### config.mk
export PLATFORM = sky130hd
export DESIGN_NAME = branch_pattern_table
export DESIGN_NICKNAME = d
export VERILOG_FILES = /design/src/rtl/branch_pattern_table_pkg.sv /design/src/rtl/dynamic_branch_predictor.sv /design/src/rtl/branch_pattern_table.sv
export SDC_FILE = /design/constraint.sdc
export NUM_CORES = 1
export LEC_CHECK = 0
export CAP_MARGIN = 15
export CORE_ASPECT_RATIO = 1.4
export CORE_UTILIZATION = 40
export CTS_CLUSTER_DIAMETER = 50
export DETAILED_ROUTE_END_ITERATION = 8
export HOLD_SLACK_MARGIN = 0.06
export PLACE_DENSITY = 0.66
export REMOVE_ABC_BUFFERS = 1
export SETUP_SLACK_MARGIN = 0.4
export SLEW_MARGIN = 5
export SYNTH_ARGS = -nofsm -noshare
export SYNTH_HDL_FRONTEND = slang
export SYNTH_SLANG_ARGS = --single-unit
export TNS_END_PERCENT = 5
### constraint.sdc
create_clock -name clk -period 5.3 [get_ports clk]
set_input_delay 0.795 -clock clk [delete_from_list [all_inputs] [get_ports clk]]
set_output_delay 0.795 -clock clk [all_outputs]
set_load 0.02 [all_outputs]
### src/rtl/branch_pattern_table_pkg.sv
// Shared definitions for the branch pattern history table: 2-bit predictor
// state encoding, the table reset state and the PC bit positions used for indexing.
package branch_pattern_table_pkg;

    // 2-bit saturating-style predictor states; bit 1 is the predicted direction
    typedef enum logic [1:0] {
        StrongNotTaken = 2'b00,
        WeakNotTaken   = 2'b01,
        WeakTaken      = 2'b10,
        StrongTaken    = 2'b11
    } pht_state_e;

    localparam logic [1:0] RESET_STATE = WeakNotTaken;

    // Instructions are word aligned, so the index starts above the byte offset
    localparam int unsigned IDX_LSB = 2;

endpackage

### src/rtl/dynamic_branch_predictor.sv
// 2-bit predictor transition function: maps the current state and whether
// that state mispredicted the resolved branch onto the next state.
module dynamic_branch_predictor
    import branch_pattern_table_pkg::*;
(
    input  logic [1:0] state,
    input  logic       mispredicted,
    output logic [1:0] next_state
);

    // Next-state decode; weak states jump across on a miss, strong states decay to weak
    always_comb begin
        next_state = state;
        unique case (pht_state_e'(state))
            StrongNotTaken: next_state = mispredicted ? WeakNotTaken   : StrongNotTaken;
            WeakNotTaken:   next_state = mispredicted ? StrongTaken    : StrongNotTaken;
            StrongTaken:    next_state = mispredicted ? WeakTaken      : StrongTaken;
            WeakTaken:      next_state = mispredicted ? StrongNotTaken : StrongTaken;
        endcase
    end

endmodule

### src/rtl/branch_pattern_table.sv
// Pattern history table for the 2-bit dynamic branch predictor. Fetch reads a
// registered prediction one cycle after lookup; execute resolves branches with
// a single-cycle read-modify-write. Same-index lookup/update bypasses the new state.
// Optional global-history hashing is enabled by defining GSHARE_EN.
module branch_pattern_table
    import branch_pattern_table_pkg::*;
#(
    parameter int unsigned INDEX_BITS = 6,
    parameter int unsigned PC_WIDTH   = 32,
    parameter int unsigned CNT_WIDTH  = 16
) (
    input  logic                  clk,
    input  logic                  rst,
    input  logic                  lookup_valid,
    input  logic [PC_WIDTH-1:0]   lookup_pc,
    output logic                  pred_valid,
    output logic                  pred_taken,
    output logic [1:0]            pred_state,
    output logic [INDEX_BITS-1:0] pred_index,
    input  logic                  upd_valid,
    input  logic [INDEX_BITS-1:0] upd_index,
    input  logic                  upd_taken,
    output logic                  upd_mispredicted,
    output logic [CNT_WIDTH-1:0]  mispredict_cnt
);

    localparam int unsigned ENTRIES = 1 << INDEX_BITS;

    logic [1:0]            table_q [ENTRIES];
    logic                  pred_valid_q;
    logic [1:0]            pred_state_q;
    logic [INDEX_BITS-1:0] pred_index_q;
    logic [CNT_WIDTH-1:0]  cnt_q;

    logic [INDEX_BITS-1:0] pc_index;
    logic [INDEX_BITS-1:0] lookup_index;
    logic [1:0]            upd_state;
    logic [1:0]            upd_next_state;
    logic                  state_miss;
    logic [1:0]            lookup_state;

    assign pc_index = lookup_pc[IDX_LSB +: INDEX_BITS];

    // PC bits outside the index field do not participate in lookup
    logic unused_pc;
    assign unused_pc = ^{lookup_pc[PC_WIDTH-1:INDEX_BITS+IDX_LSB], lookup_pc[IDX_LSB-1:0]};

`ifdef GSHARE_EN
    logic [INDEX_BITS-1:0] ghr_q;

    // Lookup hashes with the history as it stands before this cycle's update
    assign lookup_index = pc_index ^ ghr_q;

    // Global history: shift in each resolved outcome
    always_ff @(posedge clk or posedge rst) begin
        if (rst) begin
            ghr_q <= '0;
        end else if (upd_valid) begin
            ghr_q <= {ghr_q[INDEX_BITS-2:0], upd_taken};
        end
    end
`else
    assign lookup_index = pc_index;
`endif

    assign upd_state        = table_q[upd_index];
    assign state_miss       = upd_state[1] != upd_taken;
    assign upd_mispredicted = upd_valid && state_miss;

    dynamic_branch_predictor u_fsm (
        .state        (upd_state),
        .mispredicted (state_miss),
        .next_state   (upd_next_state)
    );

    // Bypass the state being written this cycle so fetch never sees a stale entry
    always_comb begin
        lookup_state = table_q[lookup_index];
        if (upd_valid && (upd_index == lookup_index)) begin
            lookup_state = upd_next_state;
        end
    end

    // Table storage; reset reinitialises every entry and drops any in-flight update
    always_ff @(posedge clk or posedge rst) begin
        if (rst) begin
            for (int unsigned i = 0; i < ENTRIES; i++) begin
                table_q[i] <= RESET_STATE;
            end
        end else if (upd_valid) begin
            table_q[upd_index] <= upd_next_state;
        end
    end

    // Prediction register; fields hold when no lookup is issued
    always_ff @(posedge clk or posedge rst) begin
        if (rst) begin
            pred_valid_q <= 1'b0;
            pred_state_q <= RESET_STATE;
            pred_index_q <= '0;
        end else begin
            pred_valid_q <= lookup_valid;
            if (lookup_valid) begin
                pred_state_q <= lookup_state;
                pred_index_q <= lookup_index;
            end
        end
    end

    // Saturating mispredict statistics counter
    always_ff @(posedge clk or posedge rst) begin
        if (rst) begin
            cnt_q <= '0;
        end else if (upd_mispredicted && (cnt_q != {CNT_WIDTH{1'b1}})) begin
            cnt_q <= cnt_q + 1'b1;
        end
    end

    assign pred_valid     = pred_valid_q;
    assign pred_state     = pred_state_q;
    assign pred_taken     = pred_state_q[1];
    assign pred_index     = pred_index_q;
    assign mispredict_cnt = cnt_q;

endmodule

# --- Yosys cells after proc, flatten, opt, wreduce, memory -nomap -nowiden ---
# Cells that the tools add are included.
word_totals:
  ff_bits: 153
  input_bits: 43
op_classes:
  n_addsub: 1
  order_cmp: 3
  eq_ne: 6
  muxes: 15
  bitwise_logic: 2
  reduce_logical: 5
op_table:
  columns: ["operator", "n"]
  rows:
  - ["$bwmux 128", 1]
  - ["$bmux 2 s6", 2]
  - ["$add 16x1->16 const B", 1]
  - ["$mux 2", 8]
  - ["$ne 16x16->1 const B", 1]
  - ["$ge 7x7->1 const B", 2]
  - ["$not 6->7", 2]
  - ["$demux 2 s6", 1]
  - ["$pmux 2 s4", 1]
  - ["$lt 7x1->1 const B", 1]
  - ["$eq 6x6->1", 1]
  - ["$eq 2x2->1 const B", 2]
  - ["$logic_and 1x1->1", 4]
  - ["$eq 2x1->1 const B", 1]
  - ["$logic_not 2->1", 1]
  - ["$mux 1", 2]
  - ["$ne 1x1->1", 1]

# --- Logic depth before layout (Yosys ltp) ---
# Gate-level depths: netlist of the first run.
logic_depth:
  word_depth: 8
  mapped_depth: 12
  ltp_nobuf: 8

# --- By module ---
# Synthesis of the first run repeated with hierarchy kept, for this count alone.
unflattened:
  hier_cells: 649
  area_unflattened_um2: 8548.2
modules_own_cells:
  columns: ["mod", "instances", "cells_per_inst", "area_each_um2", "seq_area_each_um2"]
  rows:
  - ["branch_pattern_table", 1, 647, 8524.4, 3910.0]
  - ["dynamic_branch_predictor", 1, 2, 23.8, 0.0]

# --- Worst setup path after synthesis of the first run ---
# OpenSTA, ideal clock, no wires.
synth_path:
  kind: "input-to-output"
  start: "input port upd_index[1]"
  end: "output port upd_mispredicted"
  arrival_ns: 2.794
  required_time_ns: 4.505
  path_slack_ns: 1.711
  path_stages: 9
  path_buffers: 4
  path_cell_list: "clkbuf_1 > clkbuf_1 > clkbuf_1 > mux2i_1 > o22ai_1 > nor3_2 > xnor2_1 > buf_6 > nor2_1"
synth_via:
  elab_chain_len: 6
synth_rtl:
  columns: ["item", "line", "text"]
  rows:
  - ["from (decl)", "branch_pattern_table.sv:21", "input logic [INDEX_BITS-1:0] upd_index,"]
  - ["$not 6->7 (not written as such)", "branch_pattern_table.sv:66", "assign upd_state = table_q[upd_index];"]
  - ["$bmux 2 s6", "branch_pattern_table.sv:66", null]
  - ["$mux 2 (not written as such) (2 in series)", "branch_pattern_table.sv:66", null]
  - ["$ne 1x1->1", "branch_pattern_table.sv:67", "assign state_miss = upd_state[1] != upd_taken;"]
  - ["$logic_and 1x1->1", "branch_pattern_table.sv:68", "assign upd_mispredicted = upd_valid && state_miss;"]
  - ["to (decl)", "branch_pattern_table.sv:23", "output logic upd_mispredicted,"]
# No other way between the ends. The select of a mux whose other input is x is not followed.

# --- Worst setup path in the final report of the first run ---
layout_path:
  start: "input port upd_index[4]"
  end: "output port upd_mispredicted"
# Same word-level chain as after synthesis.

==> reports/summary.txt, run 1 <==
mux contribution to synthesized area: 23.4%
average wire per standard cell: 21.0 um
final net count: 849
I/O pin cnt: 70
Synth top area share: 26.4%
CTS Buf Count: 17
pre-CTS WS: 0.863 ns
Worst-Skew Late Latency: 0.43 ns
Compound-Gate Fraction of Synth Area: 9.58%
kind of critical path: in -> out
total grt overflow: 0
PD cells: 371 nW/um^2
Detail Route Antenna Nets: 0
Worst Hold Path EP: mispredict_cnt[9]$_DFFE_PP0P_
Rel. slew slack: 20.7%
sequential fraction of the synthesis area: 46.9%
Layout area overhead: 16.5%
post-CTS setup buffers: 0
Worst VDD drop: 0.188 mV
maximum clock frequency: 227 MHz
Slowest-stage cell, CP: clkdlybuf4s50_1
drt total wl: 22500 um
Critical Path, Cell by Cell: clkdlybuf4s50_1, buf_4, and3b_1, a211oi_1, a31oi_1, nor3_2, xnor2_1, nor2_1, clkdlybuf4s50_1
Unique masters post-synth: 52
Design Power: 3.60 mW
clock buffer depth: 2
Final Max Slew Viols: 0
Slew @ Worst Pin: 1.18 ns
Synth area leaders: dfrtp_1 (26%), dfstp_2 (21%), mux4_2 (16%)
number of max-cap violations: 0
CTS tree: built
IO Port Bufs: 43
RSZ-0062 raised after global routing: false
setup slack, reg-to-reg: 2.05 ns
Crit path largest cell delay: 0.72 ns
outcome: finished clean
largest family of logic cells by synthesized area: multiplexers
Final Cycle Share: 83.3%
# resized after CTS: 0
Final min period: 4.41 ns
vias in the first global route: 6390
WP data arrival: 3.62 ns
Post-CTS Hold Buffers: 0
startpoint of the worst hold path: mispredict_cnt[9]$_DFFE_PP0P_
diode count: 0
Clock Skews: 0.00998 ns
row count: 62
DRC: 0
worst r2r src: table_q[106]$_DFFE_PP1P_
Synth Instances: 773
cell taking the most area after synthesis: dfrtp_1
vias per cell: 5.80
WHS Path Cells: 1
Synth Flop Type: dfrtp_1
setup TNS: 0 ns
starting density of the core: 40.7%
GPL Wtd Cong: 0.833
R2R depth: 8
CTS sink count: 153
HP Class: reg -> reg
Mapped Avg Cell Area: 10.8 sq um
synthesized cell area: 8330 sq um
simple-gate area share of the yosys netlist: 14.4%
Final setup viols: 0
Setup crit start kind: input pin
EDFF count, synth: 0
crit-path max FO: 9
H-Tree Depth: 4
Worst setup EP type: primary output
CTS root buf: clkbuf_16
GRT Util Overall: 22.5%
Die Area: 21400 sq um
Fin Hold WS: 0.487 ns
number of storage elements in the synthesis netlist: 153
endpoints failing hold: 0
drt pass-1 iters: 6
worst path required time: 4.51 ns
clock-pin slew on the worst setup and hold paths: 0.07 ns
adder-cell share of the synthesized area: 0.270%
largest net degree at the start of global routing: 89
post-detail-place hpwl: 15400 um
share of layout cells above drive strength 1: 26.8%
Synth Warn #: 0
Die Wd: 124 um
first-pass GRT wire length: 35900 um
worst r2r dst: table_q[73]$_DFFE_PP0P_
Via Count: 6233
chip height: 173 um
core outline area: 20500 sq um
Setup WS post-layout: 0.886 ns
asr flop ratio synth: 100%
Synth Area in XOR/XNOR: 2.31%
Final Util: 47.4%
Iter 0 DRT Violations: 540
P_leak: 3.84 nW
antenna violations before repair: 0
most used cell, CP: clkdlybuf4s50_1
## state kept, by name, indices dropped and copies added, names as in the netlist
register and flops:
mispredict_cnt 16, pred_valid 1, pred_state 2, pred_index 6, table_q 128
## metrics by stage
stage	instances	instance area, sq um
finish	1074	9700
global route	1074	9700
detailed placement	1042	9000
CTS	1074	9700
floorplan	721	8090
global placement	1042	9000
## routing by layer
metal  track usage (%)  part of all wire (%)  up-vias
met5                 0                     0        -
met4              12.2                   5.5        0
met3              4.35                   5.0       63
met2              37.1                    51      230
met1              27.3                    39     3083
li1                  -                     -     2857
## cells in the final DEF, fill, tap and decap left out, drive strengths merged, types with 2 or more instances in the layout
cell type / Yosys / routed
nor2b: 4 / 4
clkbuf: 31 / 18
o22ai: 4 / 4
dfstp: 65 / 65
a21oi: 25 / 25
nor3b: 2 / 2
nor4b: 2 / 2
a22oi: 4 / 4
and3b: 2 / 2
nor2: 56 / 56
nand3: 13 / 13
a22o: 2 / 2
nor4: 10 / 10
mux4: 58 / 58
clkdlybuf4s50: 0 / 39
o2111ai: 2 / 2
o21ai: 92 / 92
o211ai: 4 / 4
xor2: 16 / 16
mux2i: 28 / 28
clkinvlp: 0 / 3
clkinv: 0 / 2
and2: 2 / 2
nand3b: 3 / 3
nand4: 7 / 7
xnor2: 6 / 6
inv: 5 / 7
and3: 3 / 3
buf: 21 / 26
nand2b: 4 / 4
mux2: 32 / 32
nor3: 11 / 11
a31oi: 3 / 3
dfrtp: 88 / 88
nand2: 152 / 152
bufinv: 0 / 7
## worst max-delay path, delay by kind of cell
kind	cells	cell delay [ns]
AND/OR/NAND/NOR	3	0.64
buffers and inverters	3	1.57
AO/OA/AOI/OAI	2	0.49
XOR/XNOR	1	0.12
## area by class of cell
| class | count | area [sq um] |
|---|---|---|
| clock buffer | 18 | 429 |
| tap | 256 | 320 |
| timing repair buffer | 65 | 576 |
| fill | 1825 | 10800 |
| sequential | 153 | 3910 |
| clock inverter | 14 | 268 |
| multi-input combinational | 563 | 4180 |
| inverter | 5 | 23.8 |
## synth_stat cells (all sizes together) (10+ instances only)
cell,instances
a21oi,25
nor3,11
mux2,32
dfstp,65
nand3,13
nand2,152
nor4,10
xor2,16
nor2,56
dfrtp,88
mux2i,28
mux4,58
buf,21
clkbuf,31
o21ai,92
## worst max-delay path by stage
stage / start / depth (start not counted) / end
floorplan: rst / 1 / mispredict_cnt[0]$_DFFE_PP0P_
global placement: upd_index[4] / 9 / upd_mispredicted
CTS: upd_index[0] / 8 / upd_mispredicted
global route: upd_index[0] / 8 / upd_mispredicted
finish: upd_index[4] / 9 / upd_mispredicted
detailed placement: upd_index[0] / 8 / upd_mispredicted
## cells by family (layout without fill, tap and decap cells)
| family | Yosys count | in the layout |
|---|---|---|
| XOR/XNOR | 22 | 22 |
| AND/OR/NAND/NOR | 276 | 276 |
| buffers and inverters | 57 | 102 |
| multiplexers | 118 | 118 |
| adder cells (fa/ha/maj) | 2 | 2 |
| AO/OA/AOI/OAI | 145 | 145 |
| flip-flops | 153 | 153 |
## report_power, final
part	switching [mW]	total, mW	internal (mW)
sequential	0.147	1.52	1.38
clock	0.508	1.44	0.935
combinational	0.323	0.633	0.310
Note: power is estimated with default switching activity, not from simulation.
==> run 2, diff against run 1 <==
clock period = 4.2 ns   (was 5.3 ns; I/O delays follow)
==> run 2 against run 1 <==
  * Cell area increased by 0.62%
  * Combinational power increased by 29%
  * First-iteration DRC count decreased by 14%
  * Sequential share of layout area decreased by 0.25 points
  * Critical endpoint unchanged
==> reports/summary.txt, run 2 (synthesis gave the netlist of run 1 again) <==
kind of critical path: in -> out
Iter 0 DRT Violations: 463 (-14%)
Critical Path, Cell by Cell: clkdlybuf4s50_1, or3b_2, nor3_1, a211oi_1, a31oi_1, nor3_2, xnor2_1, nor2_1, dlygate4sd2_1
crit path buf inv count: 2 (-1)
PD cells: 444 nW/um^2 (+20%)
largest net degree at the start of global routing: 93 (+4.5%)
Critical Path Stages: 9 (unchanged)
Setup crit start: upd_index[5]
share of layout cells above drive strength 1: 27.9% (+1.1 points)
antenna violations before repair: 0 (unchanged)
clock buffer depth: 2 (unchanged)
starting density of the core: 40.7% (unchanged)
Layout area overhead: 17.2%
Design Power: 4.33 mW (+20%)
Setup WS post-layout: 0.604 ns (-0.282 ns)
final net count: 860 (+1.3%)
Via Count: 6251 (+0.29%)
Rel. slew slack: 38.9% (+18 points)
H-Tree Depth: 4 (unchanged)
commonest non-fill, non-tap cells in the layout: nand2_1 (152), o21ai_0 (92), dfrtp_1 (88), dfstp_2 (65), mux4_2 (58)
CTS root buf: clkbuf_16
average wire per standard cell: 20.4 um (-2.8%)
clock-pin slew on the worst setup and hold paths: 0.06 ns (about the same)
RSZ-0062 raised after global routing: false
Fin Hold WS: 0.485 ns (-0.00201 ns)
crit-path max FO: 5 (-4)
WP data arrival: 2.97 ns (-0.65 ns)
number of flip-flops in the largest register: 128 (unchanged)
Final min period: 3.60 ns
maximum clock frequency: 278 MHz
GPL Wtd Cong: 0.839 (+0.76%)
Detail Route Antenna Nets: 0 (unchanged)
CTS Buf Count: 17 (unchanged)
vias in the first global route: 6275 (-1.8%)
Clock Skews: 0.0113 ns (+0.00136 ns)
row count: 62 (unchanged)
Biggest register: table_q
pre-CTS WS: 0.203 ns (-0.660 ns)
diode count: 0 (unchanged)
outcome: finished clean
family with the most delay on the worst path: simple AND/OR/NAND/NOR gates
GRT Util Overall: 22.0% (-0.49 points)
IO Port Bufs: 43 (unchanged)
crit path capture: upd_mispredicted
Post-CTS Hold Buffers: 0 (unchanged)
I/O pin cnt: 70 (unchanged)
Final Cycle Share: 85.6%
worst r2r src: table_q[32]$_DFFE_PP1P_
Crit path largest cell delay: 0.56 ns (-0.16 ns)
HP Class: reg -> reg
P_leak: 3.90 nW (+1.5%)
drt total wl: 22100 um (-1.8%)
DRC: 0 (unchanged)
Worst setup EP type: primary output
met1 global-route usage: 26.2% (-1.0 points)
total grt overflow: 0 (unchanged)
commonest non-fill, non-tap cell in the layout: nand2_1
first-pass GRT wire length: 35100 um (-2.3%)
CTS sink count: 153 (unchanged)
core outline area: 20500 sq um (unchanged)
endpoints failing hold: 0 (unchanged)
GR Util met2: 36.6% (-0.49 points)
Worst-Skew Late Latency: 0.44 ns (about the same)
setup slack, reg-to-reg: 1.34 ns (-0.71 ns)
placed cell count: 1053 (+1.1%)
Final Max Slew Viols: 0 (unchanged)
worst r2r dst: table_q[49]$_DFFE_PP0P_
chip height: 173 um (unchanged)
Die Wd: 124 um (unchanged)
R2R depth: 8 (unchanged)
Non-Filler Instances: 1085 (+1.0%)
setup TNS: 0 ns (unchanged)
Slew @ Worst Pin: 0.909 ns (-0.276 ns)
post-detail-place hpwl: 15700 um (+2.2%)
Worst VDD drop: 0.236 mV (+25%)
drt pass-1 iters: 5 (-1)
CTS tree: built
number of max-cap violations: 0 (unchanged)
vias per cell: 5.76 (-0.73%)
Setup crit start kind: input pin
Final setup viols: 0 (unchanged)
worst path required time: 3.57 ns (-0.94 ns)
met3 global-route usage: 3.96% (-0.40 points)
Die Area: 21400 sq um (unchanged)
busiest layer in global routing: met2
Slowest-stage cell, CP: or3b_2
run 2: cell types whose count changed in the layout (fill, tap and decap cells not counted), moves of 2 or more:
cell,before,now
dlygate4sd2_1,0,3
nor3_1,8,10
buf_12,0,5
bufinv_16,7,3
buf_4,22,29
clkdlybuf4s50_1,39,36
inv_6,3,6
clkinv_2,0,2
nor3_2,3,1
run 2: metal layers:
layer,vias to the layer above,part of all wire (%),wire (um)
met2,214,51,11300
li1,2875,-,-
met3,59,5.0,1100
met1,3103,39,8640
met4,0,5.0,1100
met5,-,0,0
run 2: metrics by stage:
step / utilization, % / area [sq um]
6_report: 47.7 / 9760
5_1_grt: 47.7 / 9760
4_1_cts: 47.7 / 9760
3_5_place_dp: 44.6 / 9140
3_3_place_gp: 44.6 / 9140
2_1_floorplan: - / 8090
run 2: worst reg2reg max path, cell delays in order, from the launching register on:
cell	delay (ns)
dfstp_2	0.37
mux4_2	0.45
mux2i_1	0.21
o22a_1	0.18
o2111ai_1	0.22
nor4b_1	0.46
maj3_2	0.48
buf_12	0.22
o21ai_0	0.14
run 2: cell type report:
cell class / instances / area [sq um]
Clock inverter: 15 / 188
Timing Repair Buffer: 76 / 719
Multi-Input combinational cell: 563 / 4180
Tap cell: 256 / 320
Clock buffer: 17 / 425
Inverter: 5 / 23.8
Fill cell: 1874 / 10700
Sequential cell: 153 / 3910
run 2: how the worst min path moves through the flow:
| stage | depth (start not counted) | end | from | slack (ns) |
|---|---|---|---|---|
| 2_1_floorplan | 2 | table_q[81]$_DFFE_PP0P_ | table_q[81]$_DFFE_PP0P_ | 0.46 |
| 3_3_place_gp | 2 | table_q[22]$_DFFE_PP1P_ | table_q[22]$_DFFE_PP1P_ | 0.47 |
| 3_5_place_dp | 2 | table_q[6]$_DFFE_PP1P_ | table_q[6]$_DFFE_PP1P_ | 0.48 |
| 4_1_cts | 2 | table_q[6]$_DFFE_PP1P_ | table_q[6]$_DFFE_PP1P_ | 0.49 |
| 5_1_grt | 2 | table_q[70]$_DFFE_PP1P_ | table_q[70]$_DFFE_PP1P_ | 0.51 |
| 6_report | 2 | table_q[6]$_DFFE_PP1P_ | table_q[6]$_DFFE_PP1P_ | 0.49 |
run 2: power by group:
group          switching (mW)  internal (mW)
clock                   0.656          0.947
combinational           0.410          0.405
sequential              0.181           1.74
total                    1.25           3.09
run 2: timing repair:
item | 4_1_cts | 5_1_grt
setup endpoints to repair | 1 | 0
buffers inserted | 0 | 0
gates resized for setup | 7 | 0
